[config.mk]
export PLATFORM = sky130hd
export DESIGN_NAME = car_alarm_system_n
export DESIGN_NICKNAME = d
export VERILOG_FILES = /design/src/rtl/car_alarm_pkg.sv /design/src/rtl/cas_timer.sv /design/src/rtl/car_alarm_system_n.sv
export SDC_FILE = /design/constraint.sdc
export NUM_CORES = 1
export LEC_CHECK = 0
export ABC_AREA = 1
export ABC_CLOCK_PERIOD_IN_PS = 2900
export CORE_MARGIN = 2
export CORE_UTILIZATION = 56
export CTS_BUF_LIST = sky130_fd_sc_hd__clkbuf_2
export DETAILED_ROUTE_END_ITERATION = 12
export HOLD_SLACK_MARGIN = 0.02
export PLACE_DENSITY = 0.89
export SLEW_MARGIN = 20
export SYNTH_ARGS = -nofsm -noshare
export SYNTH_HDL_FRONTEND = slang
export SYNTH_HIERARCHICAL = 1
export SYNTH_SLANG_ARGS = --single-unit
[constraint.sdc]
create_clock -name Clk -period 2.9 [get_ports Clk]
set_input_delay 0.29 -clock Clk [delete_from_list [all_inputs] [get_ports Clk]]
set_output_delay 0.29 -clock Clk [all_outputs]
set_load 0.03 [all_outputs]
[src/rtl/car_alarm_pkg.sv]
// Shared definitions for the parametrised car alarm controller.
// Latency: n/a (types and constants only).
// Backpressure: n/a.
package car_alarm_pkg;

    // State encoding is visible on the debug State port, so the values are fixed.
    typedef enum logic [2:0] {
        ST_ARMED       = 3'd0,
        ST_TRIGGERED   = 3'd1,
        ST_SOUND       = 3'd2,
        ST_SILENT_WAIT = 3'd3,
        ST_DISARMED    = 3'd4,
        ST_WAIT_OPEN   = 3'd5,
        ST_WAIT_CLOSE  = 3'd6,
        ST_ARM_DELAY   = 3'd7
    } state_t;

    // Default build parameters; timing values are in one-second ticks.
    localparam int DEF_NUM_DOORS        = 2;
    localparam int DEF_CLK_PER_SEC      = 2;
    localparam int DEF_TW               = 4;
    localparam int DEF_T_ARM            = 6;
    localparam int DEF_T_DRIVER         = 8;
    localparam int DEF_T_PASSENGER      = 15;
    localparam int DEF_T_ALARM_ON       = 10;
    localparam int DEF_MAX_SIREN_CYCLES = 3;

    // Door bit that selects the shorter driver entry delay.
    localparam int DRIVER_DOOR = 0;

    // Width of a counter that must hold the values 0..n.
    function automatic int cnt_width(input int n);
        return (n < 2) ? 1 : $clog2(n + 1);
    endfunction

endpackage

[src/rtl/cas_timer.sv]
// Seconds timer: prescaler producing a one-second tick plus a TW-bit down-counter.
// Latency: expired is combinational and fires in the last cycle of value*CLK_PER_SEC after load.
// Backpressure: none; load restarts the countdown unconditionally.
//
// Ports:
//   clk, reset    rising-edge clock, synchronous active-high reset
//   load, value   restart: counter <= value, prescaler <= 0
//   tick          high in the last cycle of each second (prescaler wrap)
//   expired       high in the cycle whose tick takes the counter from 1 to 0
module cas_timer #(
    parameter int CLK_PER_SEC = 2,
    parameter int TW          = 4
) (
    input  logic          clk,
    input  logic          reset,
    input  logic          load,
    input  logic [TW-1:0] value,
    output logic          tick,
    output logic          expired
);

    localparam int            PW      = (CLK_PER_SEC > 1) ? $clog2(CLK_PER_SEC) : 1;
    localparam logic [PW-1:0] PRE_MAX = PW'(CLK_PER_SEC - 1);

    logic [PW-1:0] pre;
    logic [TW-1:0] cnt;

    assign tick    = (pre == PRE_MAX);
    // Expiry lands exactly value*CLK_PER_SEC cycles after the load edge.
    assign expired = tick && (cnt == TW'(1));

    always_ff @(posedge clk) begin
        if (reset) begin
            pre <= '0;
            cnt <= '0;
        end else if (load) begin
            pre <= '0;
            cnt <= value;
        end else if (tick) begin
            pre <= '0;
            // Saturate so an idle timer never wraps into a fresh expiry.
            if (cnt != '0) begin
                cnt <= cnt - TW'(1);
            end
        end else begin
            pre <= pre + PW'(1);
        end
    end

endmodule

[src/rtl/car_alarm_system_n.sv]
// Anti-theft controller: door-triggered siren with bursts limit, ignition disarm, fuel-pump interlock.
// Latency: all outputs registered; they reflect the state entered on the same edge.
// Backpressure: none; inputs are level-sampled every Clk edge.
//
// Ports:
//   Clk, System_reset        rising-edge clock, synchronous active-high reset
//   Ignition_switch          1 = ignition on; forces DISARMED from any state
//   Brake_depressed_switch   brake pedal, combined with Hidden_switch to enable the fuel pump
//   Hidden_switch            concealed owner switch; also clears Alarm_event while disarmed
//   Door[NUM_DOORS-1:0]      1 = door open; bit 0 is the driver door
//   Fuel_pump_power          fuel pump enable
//   Siren                    siren drive
//   Status_indicator         dashboard LED (blinks while armed)
//   Alarm_event              sticky: siren has sounded since last cleared
//   State                    current state encoding for debug
module car_alarm_system_n
    import car_alarm_pkg::*;
#(
    parameter int NUM_DOORS        = DEF_NUM_DOORS,
    parameter int CLK_PER_SEC      = DEF_CLK_PER_SEC,
    parameter int TW               = DEF_TW,
    parameter int T_ARM            = DEF_T_ARM,
    parameter int T_DRIVER         = DEF_T_DRIVER,
    parameter int T_PASSENGER      = DEF_T_PASSENGER,
    parameter int T_ALARM_ON       = DEF_T_ALARM_ON,
    parameter int MAX_SIREN_CYCLES = DEF_MAX_SIREN_CYCLES
) (
    input  logic                 Clk,
    input  logic                 System_reset,
    input  logic                 Ignition_switch,
    input  logic                 Brake_depressed_switch,
    input  logic                 Hidden_switch,
    input  logic [NUM_DOORS-1:0] Door,
    output logic                 Fuel_pump_power,
    output logic                 Siren,
    output logic                 Status_indicator,
    output logic                 Alarm_event,
    output logic [2:0]           State
);

    localparam int            CW            = cnt_width(MAX_SIREN_CYCLES);
    localparam logic [CW-1:0] MAX_CYC       = CW'(MAX_SIREN_CYCLES);
    localparam logic [TW-1:0] T_ARM_V       = TW'(T_ARM);
    localparam logic [TW-1:0] T_DRIVER_V    = TW'(T_DRIVER);
    localparam logic [TW-1:0] T_PASSENGER_V = TW'(T_PASSENGER);
    localparam logic [TW-1:0] T_ALARM_V     = TW'(T_ALARM_ON);

    state_t        state;
    state_t        state_nx;
    logic [CW-1:0] cyc;
    logic [CW-1:0] cyc_nx;
    logic          load;
    logic          reenter;
    logic [TW-1:0] load_val;
    logic          tick;
    logic          expired;
    logic          any_open;
    logic          status_nx;

    assign any_open = |Door;
    assign State    = state;

    cas_timer #(
        .CLK_PER_SEC (CLK_PER_SEC),
        .TW          (TW)
    ) u_timer (
        .clk     (Clk),
        .reset   (System_reset),
        .load    (load),
        .value   (load_val),
        .tick    (tick),
        .expired (expired)
    );

    always_comb begin
        state_nx  = state;
        cyc_nx    = cyc;
        load_val  = '0;
        reenter   = 1'b0;
        status_nx = 1'b0;

        if (Ignition_switch) begin
            state_nx = ST_DISARMED;
        end else begin
            unique case (state)
                ST_ARMED: begin
                    if (any_open) begin
                        state_nx = ST_TRIGGERED;
                        load_val = Door[DRIVER_DOOR] ? T_DRIVER_V : T_PASSENGER_V;
                    end
                end
                ST_TRIGGERED: begin
                    if (expired) begin
                        state_nx = ST_SOUND;
                        cyc_nx   = CW'(1);
                        load_val = T_ALARM_V;
                    end
                end
                ST_SOUND: begin
                    if (expired) begin
                        if (!any_open) begin
                            state_nx = ST_ARMED;
                        end else if (cyc < MAX_CYC) begin
                            state_nx = ST_SOUND;
                            reenter  = 1'b1;
                            cyc_nx   = cyc + CW'(1);
                            load_val = T_ALARM_V;
                        end else begin
                            state_nx = ST_SILENT_WAIT;
                        end
                    end
                end
                ST_SILENT_WAIT: begin
                    if (!any_open) begin
                        state_nx = ST_ARMED;
                    end
                end
                ST_DISARMED: begin
                    state_nx = ST_WAIT_OPEN;
                end
                ST_WAIT_OPEN: begin
                    if (any_open) begin
                        state_nx = ST_WAIT_CLOSE;
                    end
                end
                ST_WAIT_CLOSE: begin
                    if (!any_open) begin
                        state_nx = ST_ARM_DELAY;
                        load_val = T_ARM_V;
                    end
                end
                ST_ARM_DELAY: begin
                    // An opening door wins over an expiry in the same cycle.
                    if (any_open) begin
                        state_nx = ST_WAIT_CLOSE;
                    end else if (expired) begin
                        state_nx = ST_ARMED;
                    end
                end
                default: begin
                    state_nx = ST_ARMED;
                end
            endcase
        end

        // Restart the timer on every state change (this also phase-aligns the
        // ARMED blink to its entry) and on each new siren burst.
        load = reenter || (state_nx != state);

        unique case (state_nx)
            ST_ARMED: begin
                if (state == ST_ARMED) begin
                    status_nx = tick ? ~Status_indicator : Status_indicator;
                end else begin
                    status_nx = 1'b1;
                end
            end
            ST_TRIGGERED, ST_SOUND, ST_SILENT_WAIT: begin
                status_nx = 1'b1;
            end
            default: begin
                status_nx = 1'b0;
            end
        endcase
    end

    always_ff @(posedge Clk) begin
        if (System_reset) begin
            state            <= ST_ARMED;
            cyc              <= '0;
            Siren            <= 1'b0;
            Fuel_pump_power  <= 1'b0;
            Alarm_event      <= 1'b0;
            Status_indicator <= 1'b1;
        end else begin
            state            <= state_nx;
            cyc              <= cyc_nx;
            Status_indicator <= status_nx;
            Siren            <= (state_nx == ST_SOUND);
            // Pump latches on Hidden&Brake while disarmed and drops on leaving.
            Fuel_pump_power  <= (state == ST_DISARMED) && (state_nx == ST_DISARMED) &&
                                (Fuel_pump_power || (Hidden_switch && Brake_depressed_switch));
            if (state_nx == ST_SOUND) begin
                Alarm_event <= 1'b1;
            end else if ((state == ST_DISARMED) && Hidden_switch) begin
                Alarm_event <= 1'b0;
            end
        end
    end

endmodule
* Word-level counts from Yosys, hierarchy flattened *
Cells that the tools add are included.

word-level totals
  register bits after elaboration = 14
  input bits = 7
  output and inout port bits = 7

cells by class
  add/subtract/negate cells = 3
  magnitude comparators = 1
  eq/ne operators = 18
  multiplexer cells = 39
  bitwise gates (word level) = 2
  reductions and logical operators = 19

operators by type and width
  kind                                                                    count
  4-bit two-way mux                                                       9
  3-bit two-way mux                                                       11
  3-bit case mux with 8 select lines                                      1
  4-bit case mux with 4 select lines                                      1
  3-bit equality test (second input constant)                             5
  3-bit by 2-bit equality test with 1-bit output (second input constant)  4
  1-bit two-way mux                                                       10
  2-bit two-way mux                                                       5
  2-bit != test (second input constant)                                   4
  2-bit nonzero test                                                      4
  3-bit by 1-bit equality test with 1-bit output (second input constant)  2
  3-bit logical NOT                                                       2
  6-bit AND reduction                                                     1
  3-bit OR reduction                                                      2
  1-bit logical AND                                                       5
  4-bit by 1-bit equality test with 1-bit output (second input constant)  1
  2-bit case mux with 2 select lines                                      1
  4-bit nonzero test                                                      1
  4-bit by 1-bit subtractor with 4-bit output (second input constant)     1
  3-bit by 2-bit != test with 1-bit output (second input constant)        1
  3-bit != test                                                           1
  2-bit by 1-bit adder with 2-bit output (second input constant)          1
  1-bit logical OR                                                        2
  2-bit < comparator (second input constant)                              1
  other kinds (5)                                                         6

* Longest topological paths before layout *
Gate-level depths: netlist of the first run.

  depth in word-level cells = 10
  mapped depth = 20
  mapped depth without buffers = 20

* Modules after synthesis *
The synthesis of the first run kept the hierarchy.

by module, submodules not included
  module              times used  cells each  area an instance (µm²)  sequential area each (µm²)
  car_alarm_system_n  1           103         649.4                   180.2
  cas_timer           1           52          342.8                   100.1

* Least setup slack after synthesis of the first run *
OpenSTA, ideal clock, no wires.

  path type = reg-to-reg
  from = reg u_timer.cnt[1]
  to = reg u_timer.cnt[3]
  library setup time = 0.112 ns
  data arrival time = 2.004 ns
  required time = 2.788 ns
  path slack = 0.784 ns
  cell stages (with the launch flop) = 20
  clock period less this slack = 2.116 ns
  cells stage by stage = dfxtp_1 inv_1 ha_1 nand2_1 nor2_1 inv_1 nor2_1 nor2_1 nor2_1 nand2_1 nand2_2 nand2_1 nand2_1 nand3_1 nor2_1 nand2_2 nand3_2 nor2_2 nand2_1 nand2_1

between the ends
  cells in the longest elaborated chain, start to end = 10
  elaborated cells between the ends (all ways) = 25

RTL lines
  element                                           RTL line                   RTL
  from (decl)                                       cas_timer.sv:26            logic [TW-1:0] cnt;
  from (signal assigned)                            cas_timer.sv:38            cnt <= value;
  from (signal assigned)                            cas_timer.sv:43            cnt <= cnt - TW'(1);
  4-bit by 1-bit equality test with 1-bit output *  cas_timer.sv:30            assign expired = tick && (cnt == TW'(1));
  1-bit logical AND *                               cas_timer.sv:30
  named net expired                                 car_alarm_system_n.sv:56   logic expired;
  3-bit two-way mux                                 car_alarm_system_n.sv:136  end else if (expired) begin
  3-bit two-way mux                                 car_alarm_system_n.sv:134  if (any_open) begin
  3-bit case mux with 8 select lines                car_alarm_system_n.sv:85   unique case (state)
  3-bit two-way mux                                 car_alarm_system_n.sv:82   if (Ignition_switch) begin
  3-bit != test                                     car_alarm_system_n.sv:148  load = reenter || (state_nx != state);
  1-bit logical OR *                                car_alarm_system_n.sv:148
  named net load                                    car_alarm_system_n.sv:52   logic load;
  2-bit nonzero test (no source line)               -
  2-bit AND reduction (no source line)              -

The timed path passes the listed nets; every way through them passes the cells marked *. The select of a mux whose other input is x is not followed.
A chain may end at the register's enable or synchronous reset.

* Worst setup path after layout of the first run *
  from = reg u_timer.cnt[1]
  to = reg u_timer.cnt[1]

Same word-level chain as after synthesis.

==> impl_metrics.ini, run 1 <==
[sta]
finalClockSkew_ps = 9.092
final.setup.worst_slack_ps = 479.3
worstMarginPinSlew_ps = 472.3
setup_tns_ps = 0
period_share_pct = 83.47
setup_violations = 0
rsz0062_at_grt = false
relSlewSlack_pct = 68.47
max_freq_mhz = 413.1
fin_crit_ps = 2421
drv_slew = 0
hold_viol = 0

[detailed_routing]
via_count = 1057
drt-initial-drc-count = 36
met2_length_mm = 1.092
dr.max_layer_used = met4
drt_pass1_iterations = 4
wl_mm = 2.223
wl_met1_um = 993
ant_nets = 0
viasPerCell = 5.652
met3_length_um = 120
wl_per_cell_um = 11.89
drc = 0

[critical_path]
crit_path_end_kind = register
cp_data_arrival_time_ps = 2630
required_ps = 3110
critPathLaunchType = register
path_max_fanout = 7
crit_type = register to register
worstReg2RegStart = u_timer/cnt[1]$_SDFFE_PP0P_
cp-startpoint = u_timer/cnt[1]$_SDFFE_PP0P_

[synthesis]
synth-seq-cells = 14
synth_cells = 155
synth_cell_types = 27
postSynthAreaPerCell_um2 = 6.401
netlist_area_um2 = 992.2
syn_nets = 166
yosys_warnings = 6
ys_seq_area_share_pct = 28.25

[outcome]
outcome = finished clean

[power_and_ir_drop]
intPower_uw = 288.5
p_clk_share_pct = 20.3
peakVddDrop_mv = 0.2589
switching_share_pct = 36.55
switching_power_uw = 166.2
power_density_nw_per_um2 = 398.1
p_leak_nw = 0.5337
power_frac_seq_pct = 48.7
p_comb_share_pct = 31.0

[final_layout]
drive_gt1_share_pct = 11.18
area_delta_synth_final_pct = 15.13
final_cell_count_no_fill = 187
fill_cells = 157
antenna_cells = 0
final_common_cell = nand2_1
multiInputGateArea_um2 = 603.1
layout.nets = 182
layout_common_cells = nand2_1 (44), inv_1 (20), nand3_1 (17)
seqCellArea_um2 = 280.3

[place]
port_buffers = 13
gp_routability_congestion = 0.8900
hpwlAfterDp_mm = 1.702
dp.cells = 183
dp_slack_ps = 455.5

[hold_path]
holdCritStartpoint = u_timer/cnt[1]$_SDFFE_PP0P_
min_path_type = register to register

[clock_tree]
post_cts_buffers = 0
clock_sinks = 14
htree_num_levels = 1
ctsHoldBuffers = 0
cts_inserted_buffers = 3
cts.repair.resized = 0
cts_tree = done
clk_latency_ps = 280
cts_root_buffer = clkbuf_2
clockBufferDepth = 2
clkTransAtPathRegs_ps = 120

[global_route]
grt_pass1_vias = 938
antenna_found_initial = 0
grt-ovfl-total = 0
grt_usage_pct = 24.82
grt_max_degree = 11
grt_pass1_wl_mm = 3.891

[floorplan]
rows = 15
die_x_um = 46.09
coreArea_um2 = 1689
dieArea_um2 = 2124
initial_core_util_pct = 58.74
die-height_um = 46.09
io_pins = 14

[job]
cap_viol_max_count = 0
-- metrics by stage --
| step | util, % | cell area [um^2] | total power [mW] | hold slack [ps] |
|---|---|---|---|---|
| 2_1_floorplan | - | 992.2 | 0.3275 | 359.1 |
| 3_5_place_dp | 66.37 | 1121 | 0.3655 | 458.6 |
| 5_1_grt | 67.63 | 1142 | 0.4887 | 495.0 |
| 3_3_place_gp | 66.37 | 1121 | 0.3615 | 449.9 |
| 4_1_cts | 67.48 | 1140 | 0.4605 | 478.1 |
| 6_report | 67.63 | 1142 | 0.4547 | 474.1 |
-- logic make-up after synthesis --
kind of cell	count (synthesis)	synth area share, %
XOR/XNOR	1	0.8829
adder cells (fa/ha/maj)	4	5.044
AO/OA/AOI/OAI	15	9.332
flip-flops	14	28.25
buffers and inverters	25	11.22
AND/OR/NAND/NOR	96	45.27
-- worst max-delay path: stages (launching register included) --
cell and delay, ps:
dfxtp_1 330, inv_1 140, ha_1 170, nand2_1 70, nor2_2 220, inv_1 90
nor2_1 120, nor2_1 60, nor2_1 80, nand2_1 90, nand2_2 110, nand2_1 60
nand2_1 60, nand3_1 210, nor2_1 190, nand2_2 90, nand2_1 90, nand2_1 50
a21oi_1 110
-- power by group through the flow --
stage / clock, mW / combinational, mW / sequential (mW)
2_1_floorplan: 0 / 0.101 / 0.227
3_3_place_gp: 0 / 0.137 / 0.225
3_5_place_dp: 0 / 0.140 / 0.226
4_1_cts: 0.0986 / 0.140 / 0.222
5_1_grt: 0.105 / 0.160 / 0.224
6_report: 0.0923 / 0.141 / 0.222
-- final cells by class --
type / count / share of cell area (%)
inverters: 23 / 7.777
multi-input cells: 116 / 52.79
well taps: 17 / 1.862
repair buffers: 13 / 11.39
flip-flops and latches: 14 / 24.53
clock buffers: 3 / 1.314
clock inverters: 1 / 0.3286
-- sequential cells by signal, summed over array words and instances, names as in the netlist --
| register | count |
|---|---|
| cyc | 2 |
| u_timer/tick | 1 |
| u_timer/cnt | 4 |
| Fuel_pump_power | 1 |
| Alarm_event | 1 |
| State | 3 |
| Status_indicator | 1 |
| Siren | 1 |
-- cells in the mapped netlist --
master	n	area [um^2]
dfxtp_1	14	280.3
a31oi_1	1	6.260
o21ai_0	4	20.02
nor4_1	1	6.260
nand2_1	44	165.2
inv_4	1	6.260
inv_2	2	7.510
a211oi_2	1	12.51
o21a_1	1	7.510
nand2_4	1	11.26
nor2_2	2	12.51
nand2_2	4	25.02
nand4_1	5	31.28
xor2_1	1	8.760
nor2_4	1	11.26
nor2_1	16	60.06
o21ai_1	1	5.000
o211ai_1	1	7.510
nand3_1	17	85.08
inv_1	20	75.07
o21ai_2	1	8.760
nor3_1	3	15.01
a21oi_1	5	25.02
nand3_2	1	10.01
nor3_4	1	16.27
buf_6	2	22.52
ha_1	4	50.05
-- path summary, 6_finish.rpt --
check | end | slack (ps) | cells after the start
worst max-delay path | u_timer/cnt[1]$_SDFFE_PP0P_ | 480 | 18
worst min-delay path | u_timer/cnt[1]$_SDFFE_PP0P_ | 470 | 2
worst max register to register | u_timer/cnt[1]$_SDFFE_PP0P_ | 480 | 18
worst min register to register | u_timer/cnt[1]$_SDFFE_PP0P_ | 470 | 2
-- metal layers --
metal	global-route usage, %	vias up
met5	0	-
met4	9.143	0
met3	3.529	4
met2	39.44	37
met1	33.81	483
li1	-	533
Note: power is estimated with default switching activity, not from simulation.
==> inputs of run 2 (changes only) <==
- ABC_CLOCK_PERIOD_IN_PS: 2900 -> 2300
- clock period: 2.9 -> 2.3 ns (I/O delays scaled with it)
==> run 2 against run 1 <==
  * Utilization increased by 4.0 points
  * Die area unchanged
  * Worst setup slack got worse by 350 ps
  * Via count decreased by 0.19%
  * Sequential cell count unchanged
  * Critical path depth decreased by 1
  * Worst hold slack improved by 29 ps
  * Register-to-register slack got worse by 350 ps
==> impl_metrics.ini, run 2 (synthesis gave the netlist of run 1 again) <==
[floorplan]
die-height_um = 46.09
coreArea_um2 = 1689
io_pins = 14
rows = 15
dieArea_um2 = 2124
die_x_um = 46.09
initial_core_util_pct = 58.74

[final_layout]
largest-register = u_timer/cnt
layout.nets = 186
final_common_cell = nand2_1
antenna_cells = 0
largest_register_ffs = 4
drive_gt1_share_pct = 18.97
area_delta_synth_final_pct = 21.94
final_cell_count_no_fill = 191
fill_cells = 149
final_cell_area_um2 = 1210
layout_common_cells = nand2_1 (41), inv_1 (18), nand3_1 (16)

[critical_path]
crit_path_end_kind = register
path_max_fanout = 7
cp_data_arrival_time_ps = 2410
required_ps = 2540
critPathLaunchType = register
crit_type = register to register

[clock_tree]
htree_num_levels = 1
clock_sinks = 14
cts_root_buffer = clkbuf_2
cts_tree = done
clkTransAtPathRegs_ps = 150
clockBufferDepth = 2
ctsHoldBuffers = 0
cts_inserted_buffers = 3
clk_latency_ps = 300

[outcome]
outcome = finished clean

[place]
dp.cells = 186
place_area_um2 = 1144
port_buffers = 13
hpwlAfterDp_mm = 1.781
gp_routability_congestion = 0.9394

[global_route]
grt_max_degree = 11
grt_pass1_vias = 936
grt_pass1_wl_mm = 3.884
grt-ovfl-total = 0
antenna_found_initial = 0
grt_usage_pct = 25.46

[detailed_routing]
ant_nets = 0
viasPerCell = 5.524
drt-initial-drc-count = 38
drc = 0
drt_pass1_iterations = 4
wl_mm = 2.422
via_count = 1055
wl_per_cell_um = 12.68

[sta]
max_freq_mhz = 461.1
hold_viol = 0
setup_violations = 0
worstMarginPinSlew_ps = 465.1
period_share_pct = 94.28
relSlewSlack_pct = 68.95
fin_crit_ps = 2169
drv_slew = 0
holdWs_ps = 502.7
finalClockSkew_ps = 6.464

[job]
cap_viol_max_count = 0

[power_and_ir_drop]
power_density_nw_per_um2 = 504.9
p_leak_nw = 0.5600
peakVddDrop_mv = 0.3844

[hold_path]
min_path_type = register to register
run 2: final timing paths:
check | slack [ps] | start | end | depth (start not counted)
max | 130 | u_timer/cnt[1]$_SDFFE_PP0P_ | u_timer/cnt[0]$_SDFFE_PP0P_ | 17
min | 500 | cyc[0]$_SDFFE_PP0P_ | cyc[0]$_SDFFE_PP0P_ | 2
max reg2reg | 130 | u_timer/cnt[1]$_SDFFE_PP0P_ | u_timer/cnt[0]$_SDFFE_PP0P_ | 17
min reg2reg | 500 | cyc[0]$_SDFFE_PP0P_ | cyc[0]$_SDFFE_PP0P_ | 2
run 2: layer usage:
layer  track usage [%]  vias up  wire length, um
li1                  -      538                -
met1             32.45      473             1051
met2             41.94       37             1154
met3             4.706        7              153
met4             10.29        0               62
met5                 0        -                0
run 2: what timing repair did:
| item | 4_1_cts | 5_1_grt |
|---|---|---|
| buffers inserted | 0 | 1 |
| gates resized for setup | 0 | 15 |
| setup endpoints to repair | 0 | 5 |
run 2: critical path, cell delays in order, from the launching register on:
cell and delay, ps:
dfxtp_2 370, inv_4 70, ha_1 130, nand2_1 50, nor2_1 100, buf_4 150
inv_2 40, nand2_1 40, nand2_1 40, nand2_1 60, nand4_1 150, nand2_1 130
nand2_1 60, nand2_1 100, nand3_4 140, o21ai_0 230, nand3_1 120, a21oi_2 140
run 2: final cells by class:
type / count / area [um^2] / area share (%)
clock buffers: 3 / 15.01 / 1.241
multi-input cells: 116 / 631.9 / 52.22
inverters: 23 / 93.84 / 7.756
clock inverters: 1 / 3.754 / 0.3102
well taps: 17 / 21.27 / 1.758
repair buffers: 17 / 160.2 / 13.24
flip-flops and latches: 14 / 284.0 / 23.47
run 2: where the power goes:
group	internal (mW)	total (mW)	leakage (nW)	switching [mW]
clock network	0.0378	0.128	0.0140	0.0904
registers	0.260	0.283	0.116	0.0227
logic	0.0780	0.200	0.430	0.122
run 2: through the flow:
stage / utilization [%] / power, mW / setup WS, ps / TNS (ps)
floorplan: - / 0.4130 / 184.1 / 0
global placement: 67.70 / 0.4611 / 114.1 / 0
detailed placement: 67.70 / 0.4655 / 54.11 / 0
CTS: 68.81 / 0.5881 / 29.52 / 0
global route: 71.63 / 0.6442 / -37.77 / -81.85
finish: 71.63 / 0.6109 / 131.5 / 0
